[src/rtl/led_pkg.sv]
// led_pkg
// Shared definitions for the LED sequencing blocks: the controller state
// encoding, the default LED bus width and the "all on" / "blank" levels
// that the controller drives when no pattern engine owns the bus.
package led_pkg;

    localparam int LED_WIDTH_DEFAULT = 18;

    localparam logic [LED_WIDTH_DEFAULT-1:0] LED_ALL_ON = '1;
    localparam logic [LED_WIDTH_DEFAULT-1:0] LED_BLANK  = '0;

    typedef enum logic [1:0] {
        IDLE   = 2'd0,
        SELECT = 2'd1,
        RUN    = 2'd2,
        GAP    = 2'd3
    } led_state_t;

endpackage

[src/rtl/led_rr_pick.sv]
// led_rr_pick
// Combinational wrap-around "next set bit" finder. Starting at index
// `start`, it walks the mask upwards modulo N and returns the first set
// position. Kept generic so a requester arbiter can reuse it.
//
// Ports:
//   mask   in  N      candidate bits
//   start  in  IDX_W  first index to look at
//   idx    out IDX_W  chosen index (0 when nothing is set)
//   valid  out 1      high when any mask bit is set
module led_rr_pick #(
    parameter int N     = 4,
    parameter int IDX_W = 2
) (
    input  logic [N-1:0]     mask,
    input  logic [IDX_W-1:0] start,
    output logic [IDX_W-1:0] idx,
    output logic             valid
);

    logic [IDX_W-1:0] cand;

    // The first hit wins; later hits are masked off by the valid flag.
    always_comb begin
        idx   = '0;
        valid = 1'b0;
        cand  = '0;
        for (int off = 0; off < N; off++) begin
            cand = IDX_W'((int'(start) + off) % N);
            if (!valid && mask[cand]) begin
                valid = 1'b1;
                idx   = cand;
            end
        end
    end

endmodule

[src/rtl/led_state_sequencer.sv]
// led_state_sequencer
// Runs the enabled LED pattern engines one at a time in round-robin order,
// with a blanking gap between patterns, and muxes the active engine's
// pattern onto the registered LED bus.
//
// Optional feature macro: LED_SEQ_WATCHDOG_EN
//   When defined, an engine running TIMEOUT cycles without finishing is
//   forced to end and the sticky timeout_flag is raised. When undefined,
//   an engine may run forever and timeout_flag is tied low.
//
// Ports:
//   clk           in  1                 system clock
//   async_rs_n    in  1                 async active-low reset, sync release
//   enabler       in  1                 run gate, low forces IDLE
//   state_mask    in  NUM_STATES        engines included in the rotation
//   st_over       in  NUM_STATES        engine done flags
//   st_out        in  NUM_STATES*WIDTH  engine patterns, engine i at [i*WIDTH +: WIDTH]
//   st_begin      out NUM_STATES        one-hot run strobe, held while active
//   out           out WIDTH             registered LED bus
//   cur_idx       out IDX_W             active or last engine index
//   cycle_done    out 1                 pulse once the rotation wraps
//   timeout_flag  out 1                 sticky watchdog flag
module led_state_sequencer
    import led_pkg::*;
#(
    parameter int NUM_STATES = 4,
    parameter int WIDTH      = LED_WIDTH_DEFAULT,
    parameter int GAP_CYCLES = 2,
    parameter int TIMEOUT    = 64,
    localparam int IDX_W     = (NUM_STATES > 1) ? $clog2(NUM_STATES) : 1
) (
    input  logic                        clk,
    input  logic                        async_rs_n,
    input  logic                        enabler,
    input  logic [NUM_STATES-1:0]       state_mask,
    input  logic [NUM_STATES-1:0]       st_over,
    input  logic [NUM_STATES*WIDTH-1:0] st_out,
    output logic [NUM_STATES-1:0]       st_begin,
    output logic [WIDTH-1:0]            out,
    output logic [IDX_W-1:0]            cur_idx,
    output logic                        cycle_done,
    output logic                        timeout_flag
);

    if (GAP_CYCLES < 1 || GAP_CYCLES > 15 || TIMEOUT < 2 || TIMEOUT > 255) begin : g_param_check
        $error("led_state_sequencer: GAP_CYCLES or TIMEOUT out of range");
    end

    localparam logic [WIDTH-1:0] ALL_ON   = {WIDTH{LED_ALL_ON[0]}};
    localparam logic [WIDTH-1:0] BLANK    = {WIDTH{LED_BLANK[0]}};
    localparam logic [3:0]       GAP_LAST = 4'(GAP_CYCLES - 1);
    localparam logic [IDX_W-1:0] LAST_IDX = IDX_W'(NUM_STATES - 1);

    led_state_t            state, next_state;
    logic [IDX_W-1:0]      next_idx, search_start, pick_idx;
    logic                  pick_valid, watchdog_hit, none_above;
    logic [3:0]            gap_cnt;
    logic [NUM_STATES-1:0] begin_next;
    logic [1:0]            rst_sync;
    logic                  rst_n;

    // Reset assertion propagates straight through the async clear of the
    // synchroniser; release reaches the core two clock edges later.
    always_ff @(posedge clk or negedge async_rs_n) begin
        if (!async_rs_n) rst_sync <= 2'b00;
        else             rst_sync <= {rst_sync[0], 1'b1};
    end
    assign rst_n = rst_sync[1];

    led_rr_pick #(
        .N     (NUM_STATES),
        .IDX_W (IDX_W)
    ) u_pick (
        .mask  (state_mask),
        .start (search_start),
        .idx   (pick_idx),
        .valid (pick_valid)
    );

    // True when no included engine sits above the current one, so the
    // next search wraps and this rotation is complete.
    always_comb begin
        none_above = 1'b1;
        for (int i = 0; i < NUM_STATES; i++) begin
            if (i > int'(cur_idx) && state_mask[i]) none_above = 1'b0;
        end
    end

    // Next-state logic; a low enabler overrides every state.
    always_comb begin
        next_state = state;
        next_idx   = cur_idx;
        case (state)
            IDLE: begin
                if (state_mask != '0) next_state = SELECT;
            end
            SELECT: begin
                if (pick_valid) begin
                    next_state = RUN;
                    next_idx   = pick_idx;
                end else begin
                    next_state = IDLE;
                end
            end
            RUN: begin
                if (st_over[cur_idx] || watchdog_hit) next_state = GAP;
            end
            GAP: begin
                if (gap_cnt == GAP_LAST) next_state = SELECT;
            end
            default: next_state = IDLE;
        endcase
        if (!enabler) next_state = IDLE;
    end

    // The strobe follows the state being entered so it rises on the edge
    // into RUN and drops on the edge out of it; never multi-hot.
    always_comb begin
        begin_next = '0;
        if (next_state == RUN) begin_next[next_idx] = 1'b1;
    end

    // State register, counters and the registered LED bus. The bus follows
    // the current state, giving one cycle of latency from st_out.
    always_ff @(posedge clk or negedge rst_n) begin
        if (!rst_n) begin
            state        <= IDLE;
            cur_idx      <= '0;
            search_start <= '0;
            gap_cnt      <= '0;
            st_begin     <= '0;
            cycle_done   <= 1'b0;
            out          <= ALL_ON;
        end else begin
            state      <= next_state;
            cur_idx    <= next_idx;
            st_begin   <= begin_next;
            cycle_done <= (state == RUN) && (next_state == GAP) && none_above;
            gap_cnt    <= (state == GAP) ? gap_cnt + 4'd1 : 4'd0;

            if (!enabler || state == IDLE) begin
                search_start <= '0;
            end else if (state == RUN && next_state == GAP) begin
                search_start <= (cur_idx == LAST_IDX) ? '0 : cur_idx + 1'b1;
            end

            if (!enabler) begin
                out <= ALL_ON;
            end else begin
                case (state)
                    IDLE:    out <= ALL_ON;
                    RUN:     out <= st_out[cur_idx*WIDTH +: WIDTH];
                    default: out <= BLANK;
                endcase
            end
        end
    end

`ifdef LED_SEQ_WATCHDOG_EN
    localparam logic [7:0] RUN_LAST = 8'(TIMEOUT - 1);

    logic [7:0] run_cnt;

    assign watchdog_hit = (state == RUN) && (run_cnt == RUN_LAST);

    // Run counter restarts for every engine; the flag is sticky until the
    // sequencer is disabled or reset.
    always_ff @(posedge clk or negedge rst_n) begin
        if (!rst_n) begin
            run_cnt      <= '0;
            timeout_flag <= 1'b0;
        end else begin
            run_cnt <= (state == RUN && next_state == RUN) ? run_cnt + 8'd1 : 8'd0;
            if (!enabler) begin
                timeout_flag <= 1'b0;
            end else if (watchdog_hit && !st_over[cur_idx]) begin
                timeout_flag <= 1'b1;
            end
        end
    end
`else
    assign watchdog_hit = 1'b0;
    assign timeout_flag = 1'b0;
`endif

endmodule

[config.mk]
export PLATFORM = sky130hd
export DESIGN_NAME = led_state_sequencer
export DESIGN_NICKNAME = d
export VERILOG_FILES = /design/src/rtl/led_pkg.sv /design/src/rtl/led_rr_pick.sv /design/src/rtl/led_state_sequencer.sv
export SDC_FILE = /design/constraint.sdc
export NUM_CORES = 1
export LEC_CHECK = 0
export ABC_AREA = 1
export CELL_PAD_IN_SITES_DETAIL_PLACEMENT = 1
export CELL_PAD_IN_SITES_GLOBAL_PLACEMENT = 1
export CORE_MARGIN = 1.5
export CORE_UTILIZATION = 28
export CTS_CLUSTER_SIZE = 24
export DETAILED_ROUTE_END_ITERATION = 12
export HOLD_SLACK_MARGIN = 0.15
export PLACE_DENSITY = 0.82
export RECOVER_POWER = 100
export SLEW_MARGIN = 20
export SYNTH_ARGS = -nofsm -noshare
export SYNTH_HDL_FRONTEND = slang
export SYNTH_SLANG_ARGS = --single-unit
[constraint.sdc]
create_clock -name clk -period 1.25 [get_ports clk]
set_clock_uncertainty 0.1 [all_clocks]
set_input_delay 0.375 -clock clk [delete_from_list [all_inputs] [get_ports clk]]
set_output_delay 0.375 -clock clk [all_outputs]
set_load 0.01 [all_outputs]
==> results of run 1 <==
==> final cells by class <==
| type | count | area, um^2 | area share (%) |
|---|---|---|---|
| repair buffers | 167 | 1750 | 40.3 |
| multi-input cells | 207 | 1390 | 32.0 |
| flip-flops and latches | 35 | 902 | 20.8 |
| well taps | 99 | 124 | 2.86 |
| inverters | 18 | 92.6 | 2.14 |
| clock buffers | 8 | 80.1 | 1.85 |
==> cells by family (layout without fill, tap and decap cells) <==
kind of cell / count (synthesis) / after routing
AOI/OAI and AO/OA: 60 / 60
adders and majority gates: 5 / 5
DFF: 35 / 35
xor gates and xnor gates: 2 / 2
and+or+nand+nor: 138 / 138
buffers and inverters: 36 / 193
other: 2 / 2
==> through the flow <==
step / util (%) / hold slack [ns]
floorplan: - / -0.0206
global placement: 48.2 / 0.134
detailed placement: 48.2 / 0.136
CTS: 55.6 / 0.263
global route: 58.8 / 0.273
finish: 58.8 / 0.255
==> power by group <==
part | internal, W | leakage (nW) | total [W] | switching, W
registers | 0.00145 | 0.412 | 0.00160 | 0.000149
logic | 0.00268 | 1.44 | 0.00517 | 0.00249
clock network | 0.000396 | 0.0395 | 0.000819 | 0.000423
==> layer usage <==
layer	vias up	global-route usage, %	part of all wire [%]
li1	1237	-	-
met1	1304	26.7	39
met2	105	46.1	53
met3	28	4.61	4.4
met4	0	10.0	3.5
met5	-	0	0
==> path summary, 6_finish.rpt <==
kind	endpoint	depth (start not counted)	from
max in group asynchronous	out[1]	2	rst_sync[1]
hold / removal	rst_sync[1]	0	rst_sync[0]
setup reg to reg	st_begin[2]	11	search_start[0]
min in group asynchronous	gap_cnt[1]	2	rst_sync[1]
hold reg to reg	rst_sync[1]	0	rst_sync[0]
setup / recovery	st_begin[2]	11	search_start[0]
==> cells in the mapped netlist (all sizes together) <==
master,n,share of area [%]
conb,2,0.35
nor2,17,3.3
nor3,4,1.2
nand3,16,4.2
inv,18,3.5
ha,5,2.9
o21ai,4,0.92
a221o,18,8.3
or2,1,0.29
dfrtp,17,20
xor2,1,0.40
clkbuf,5,0.87
o21bai,1,0.52
a21oi,37,9.1
xnor2,1,0.40
buf,13,3.9
dfstp,18,22
nand4,1,0.29
nand2,99,18
==> sequential cells by signal, indices dropped and copies added (netlist names) <==
name,count
gap_cnt,4
st_begin,4
search_start,2
rst_sync,2
cycle_done,1
out,18
cur_idx,2
state,2
==> critical path, cell delays in order (launching register included) <==
cell and delay [ns]:
dfrtp_1 0.41, buf_4 0.16, nand2_1 0.09, nand2_2 0.09, buf_6 0.13, o21ai_4 0.12
nand2_1 0.07, nand2_1 0.09, nand2_2 0.08, nor2_2 0.13, nor2_2 0.06, nor2_2 0.13
==> timing repair <==
action	in CTS	in global routing
hold endpoints to repair	5	0
setup buffers	18	10
pin swaps	24	23
gates cloned	4	1
resized for setup	189	62
hold buffers	2	0
endpoints found under the setup margin	54	54
==> out/metrics.cfg, run 1 <==
[outcome]
status = finished with violations
failed_checks = negative setup slack

[setup_path]
cp.arrival_ns = 1.86
r2r_slack_ns = -0.48
startpoint_type = flip-flop
worstPathMaxFanout = 3
critPathRequiredTime_ns = 1.37
cp-end-kind = flip-flop
path_class = flip-flop to flip-flop

[yosys]
synthAdderAreaFrac_pct = 2.89
synth_area_um2 = 2170
synth_cell_types = 29
synth_compound_area_share_pct = 18.8
synthMuxAreaShare_pct = 0
syn_inst = 278
ys_warn_count = 0
yosysSeqAreaShare_pct = 41.4
synth_nets = 366
synth_area_per_cell_um2 = 7.80
synth_top_family_by_area = simple AND/OR/NAND/NOR gates
synth_xor_area_share_pct = 0.808
synth_seq_cells = 35
synthSimpleGateAreaFrac_pct = 27.5

[timing]
max_freq_mhz = 577
slew_viol_final = 0
rsz0062_at_grt = true
worst_slack_ns = -0.484
final-setup-viol-count = 55
tns_ns = -11.26
hold_viol = 0
period_share_pct = 139
finalCriticalPeriod_ns = 1.73

[floorplanning]
die_width_um = 91
io_pins = 109
die_h_um = 91
die-area_um2 = 8280
num_rows = 31
start_util_pct = 29.4
coreArea_um2 = 7370

[routing]
ant_nets = 0
wire_per_inst_um = 19.1
drt_iter0_markers = 80
via_per_inst = 5.01
routed-via-count = 2674
wirelength_mm = 10.2
post-route-drc-count = 0
dr.pass1.iters = 4

[cts]
root_buffer = clkbuf_8
worstSkewPairLatency_ns = 0.30
cts_buffers = 5
cts_tree = built
cts_sinks = 35
max-clock-path-buffers = 2
clk_pin_slew_worst_paths_ns = 0.07
htreeDepth = 2

[cells_and_area]
area_growth_pct = 99.8
stdcell_area_um2 = 4330
drive_gt1_share_pct = 46.7
nets = 522
final_common_cell = clkdlybuf4s50_1
diodes = 0
final_cell_mix = clkdlybuf4s50_1, nand2_1, nand2_2
finalNonFillerCells = 534
fillerInstances = 822

[placed_design]
dpl_cell_area_um2 = 3550
portBuffers = 107
gp_congestion = 0.843
dpl.hpwl_mm = 6.27
place_ws_ns = -0.788
dp_cells = 497

[global_routing]
grt_pass1_wl_mm = 15.9
grt_use_total_pct = 24.6
antenna_found_initial = 0
grt.overflow.total = 0
grt_pass1_vias = 3067
grt_max_degree = 34

[job]
maxCapViolCount = 0

[power]
power_w = 0.00759
power.density_nw_per_um2 = 1750
p_leak_nw = 1.90
peakVddDrop_v = 0.000643

[hold_path]
hold_class = flip-flop to flip-flop

(Power assumes the default switching activity.)
==> run 2: changes to the inputs <==
Settings changed: SYNTH_HIERARCHICAL set to 1.
==> run 2 against run 1 <==
The run still ends with negative setup slack left; critical endpoint unchanged; die area is 6.6% higher; core utilization is 4.3 points higher; critical path type unchanged; hold slack worse by 0.0022 ns; first-iteration DRC count is 5.0% lower; sequential share of layout area is 2.6 points lower; global-route usage is 0.43 points higher; count of clock-buffer cells in the layout is 1 lower; final cell count is 9.2% higher; clock power is 1% higher.
==> out/metrics.cfg, run 2 <==
[outcome]
status = finished with violations  ; unchanged
failed_checks = negative setup slack  ; unchanged

[yosys]
yosysTopAreaCell = nand2_1  ; was dfstp_2
ys_warn_count = 6  ; was 0
synth_common_cells = nand2_1, nand3_1, dfstp_2, nor2_1, dfrtp_1  ; was nand2_1, a21oi_1, a221o_1, dfstp_2, dfrtp_1
synthTopCellsByArea = nand2_1, dfstp_2, dfrtp_1  ; was dfstp_2, dfrtp_1, nand2_1
synth_flop_cell = dfstp_2  ; unchanged
ys_async_sr_fraction_pct = 100  ; unchanged
synth_area_um2 = 2320  ; was 2170 um^2
yosysMostFrequentCell = nand2_1  ; unchanged
yosysSeqAreaShare_pct = 38.8  ; was 41.4%
synth_nets = 419  ; was 366
synth_area_per_cell_um2 = 7.00  ; was 7.80 um^2
synth_top_area_share_pct = 21.1  ; was 21.8%
synth_cell_types = 29  ; unchanged
synth_edf_count = 0  ; unchanged
synth_seq_cells = 35  ; unchanged
syn_inst = 331  ; was 278

[cts]
cts_sinks = 35  ; unchanged
cts_tree = built  ; unchanged
root_buffer = clkbuf_8  ; unchanged
cts_buffers = 5  ; unchanged
worstSkewPairLatency_ns = 0.29  ; was 0.30 ns
clk_pin_slew_worst_paths_ns = 0.08  ; was 0.07 ns
htreeDepth = 2  ; unchanged
max-clock-path-buffers = 2  ; unchanged

[floorplanning]
die-area_um2 = 8830  ; was 8280 um^2
die_width_um = 94.0  ; was 91 um
start_util_pct = 29.4  ; about the same
coreArea_um2 = 7890  ; was 7370 um^2
io_pins = 109  ; unchanged
die_h_um = 94.0  ; was 91 um
num_rows = 32  ; was 31

[cells_and_area]
drive_gt1_share_pct = 56.3  ; was 46.7%
final_common_cell = clkdlybuf4s50_1  ; unchanged
largest_reg_flops = 18  ; unchanged
final_core_util_pct = 63.1  ; was 58.8%
nets = 568  ; was 522
final_cell_mix = clkdlybuf4s50_1, nand2_1, nand3_2  ; was clkdlybuf4s50_1, nand2_1, nand2_2
fillerInstances = 882  ; was 822
largest-register = out  ; unchanged
diodes = 0  ; unchanged
reg_top3 = out: 18 flops, gap_cnt: 4 flops, st_begin: 4 flops  ; unchanged
area_growth_pct = 115  ; was 99.8%

[global_routing]
grt_pass1_wl_mm = 16.7  ; was 15.9 mm
grt_max_degree = 34  ; unchanged
grt_pass1_vias = 3296  ; was 3067
grt_use_total_pct = 25.0  ; was 24.6%
antenna_found_initial = 0  ; unchanged
grt.overflow.total = 0  ; unchanged

[setup_path]
path_class = flip-flop to flip-flop  ; unchanged
critPathRequiredTime_ns = 1.34  ; was 1.37 ns
cp-end-kind = flip-flop  ; unchanged
crit_buf_inv = 4  ; was 2
reg2reg_depth = 12  ; was 11
r2r_slack_ns = -0.68  ; was -0.48 ns
path_delay_family = simple AND/OR/NAND/NOR gates  ; unchanged
crit_chain = buf_12 > buf_8 > nand2_4 > nand3_2 > nand2_2 > inv_2 > nand3b_1 > nand2_4 > o21ai_4 > inv_2 > nand2_1 > nor2_1  ; was buf_4 > nand2_1 > nand2_2 > buf_6 > o21ai_4 > nand2_1 > nand2_1 > nand2_2 > nor2_2 > nor2_2 > nor2_2
r2r_end = st_begin[2]  ; unchanged
slowest_delay_ns = 0.45  ; was 0.41 ns
slowest_stage = dfrtp_2  ; was dfrtp_1
r2r_start = search_start[0]  ; unchanged
cp.arrival_ns = 2.02  ; was 1.86 ns
startpoint_type = flip-flop  ; unchanged
worstPathMaxFanout = 6  ; was 3

[placed_design]
gp_congestion = 0.874  ; was 0.843
portBuffers = 107  ; unchanged
dpl.hpwl_mm = 6.21  ; was 6.27 mm

[routing]
ant_nets = 0  ; unchanged
post-route-drc-count = 0  ; unchanged
wirelength_mm = 11.7  ; was 10.2 mm
via_per_inst = 5.07  ; was 5.01
drt_iter0_markers = 76  ; was 80
dr.pass1.iters = 4  ; unchanged
wire_per_inst_um = 20.1  ; was 19.1 um
routed-via-count = 2955  ; was 2674

[power]
power_w = 0.00901  ; was 0.00759 W
peakVddDrop_v = 0.000828  ; was 0.000643 V
p_leak_nw = 2.32  ; was 1.90 nW
power.density_nw_per_um2 = 1810  ; was 1750 nW/um^2

[hold_path]
hold_class = flip-flop to flip-flop  ; unchanged
whs_path_depth = 0  ; unchanged
hold_path_end = rst_sync[1]  ; unchanged
hp-start = rst_sync[0]  ; unchanged

[job]
maxCapViolCount = 0  ; unchanged

[timing]
max_freq_mhz = 517  ; was 577 MHz
slew_viol_final = 0  ; unchanged
rsz0062_at_grt = true  ; unchanged
final-setup-viol-count = 54  ; was 55
worst_slack_ns = -0.683  ; was -0.484 ns
hold_viol = 0  ; unchanged
period_share_pct = 155  ; was 139%
finalCriticalPeriod_ns = 1.93  ; was 1.73 ns

run 2: layout make-up:
class                      count  area, um^2  area share, %
tap                          102         128           2.57
clock buffer                   7        76.3           1.53
sequential                    35         906           18.2
clock inverter                 1        5.00          0.101
timing repair buffer         160        1710           34.4
inverter                      21        96.3           1.94
multi-input combinational    257        2050           41.2
run 2: cells by family after synthesis:
family / count (synthesis) / share of synthesized area [%]
and+or+nand+nor: 240 / 47.2
buffers and inverters: 39 / 7.88
DFF: 35 / 38.8
AOI/OAI and AO/OA: 8 / 2.32
adders and majority gates: 5 / 2.70
xor gates and xnor gates: 2 / 0.756
other: 2 / 0.324
run 2: power by group:
group,internal [W],switching (W)
clock,0.000392,0.000436
sequential,0.00145,0.000186
combinational,0.00304,0.00350
run 2: worst max path at each step:
stage,startpoint,to,slack (ns),cells past startpoint
floorplan,search_start[0],st_begin[3],-0.36,13
global placement,state_mask[2],st_begin[3],-0.81,14
detailed placement,state_mask[2],st_begin[3],-0.94,14
CTS,search_start[0],st_begin[3],-0.61,11
global route,search_start[0],st_begin[1],-0.78,14
finish,search_start[0],st_begin[2],-0.68,12
run 2: per-layer routing:
layer | track usage, % | vias to the layer above | routed length [um]
li1 | - | 1343 | -
met1 | 26.5 | 1464 | 4330
met2 | 47.5 | 110 | 6240
met3 | 5.91 | 38 | 653
met4 | 9.20 | 0 | 495
met5 | 0 | - | 0
run 2: stage by stage:
step / setup TNS (ns) / instances / hold WS [ns] / instance area [um^2] / worst slack [ns]
detailed placement: -20.08 / 553 / 0.133 / 3730 / -0.938
global route: -11.72 / 583 / 0.258 / 4970 / -0.782
CTS: -8.08 / 579 / 0.257 / 4720 / -0.607
finish: -9.98 / 583 / 0.253 / 4970 / -0.683
global placement: -18.90 / 553 / 0.125 / 3730 / -0.812
floorplan: -2.35 / 331 / -0.0206 / 2370 / -0.359
run 2: repair_timing:
item,in CTS,in global routing
setup buffers,11,4
pin swaps,81,41
endpoints found under the setup margin,54,54
resized for setup,299,58
hold endpoints to repair,14,0
hold buffers,2,0
cloned,5,0
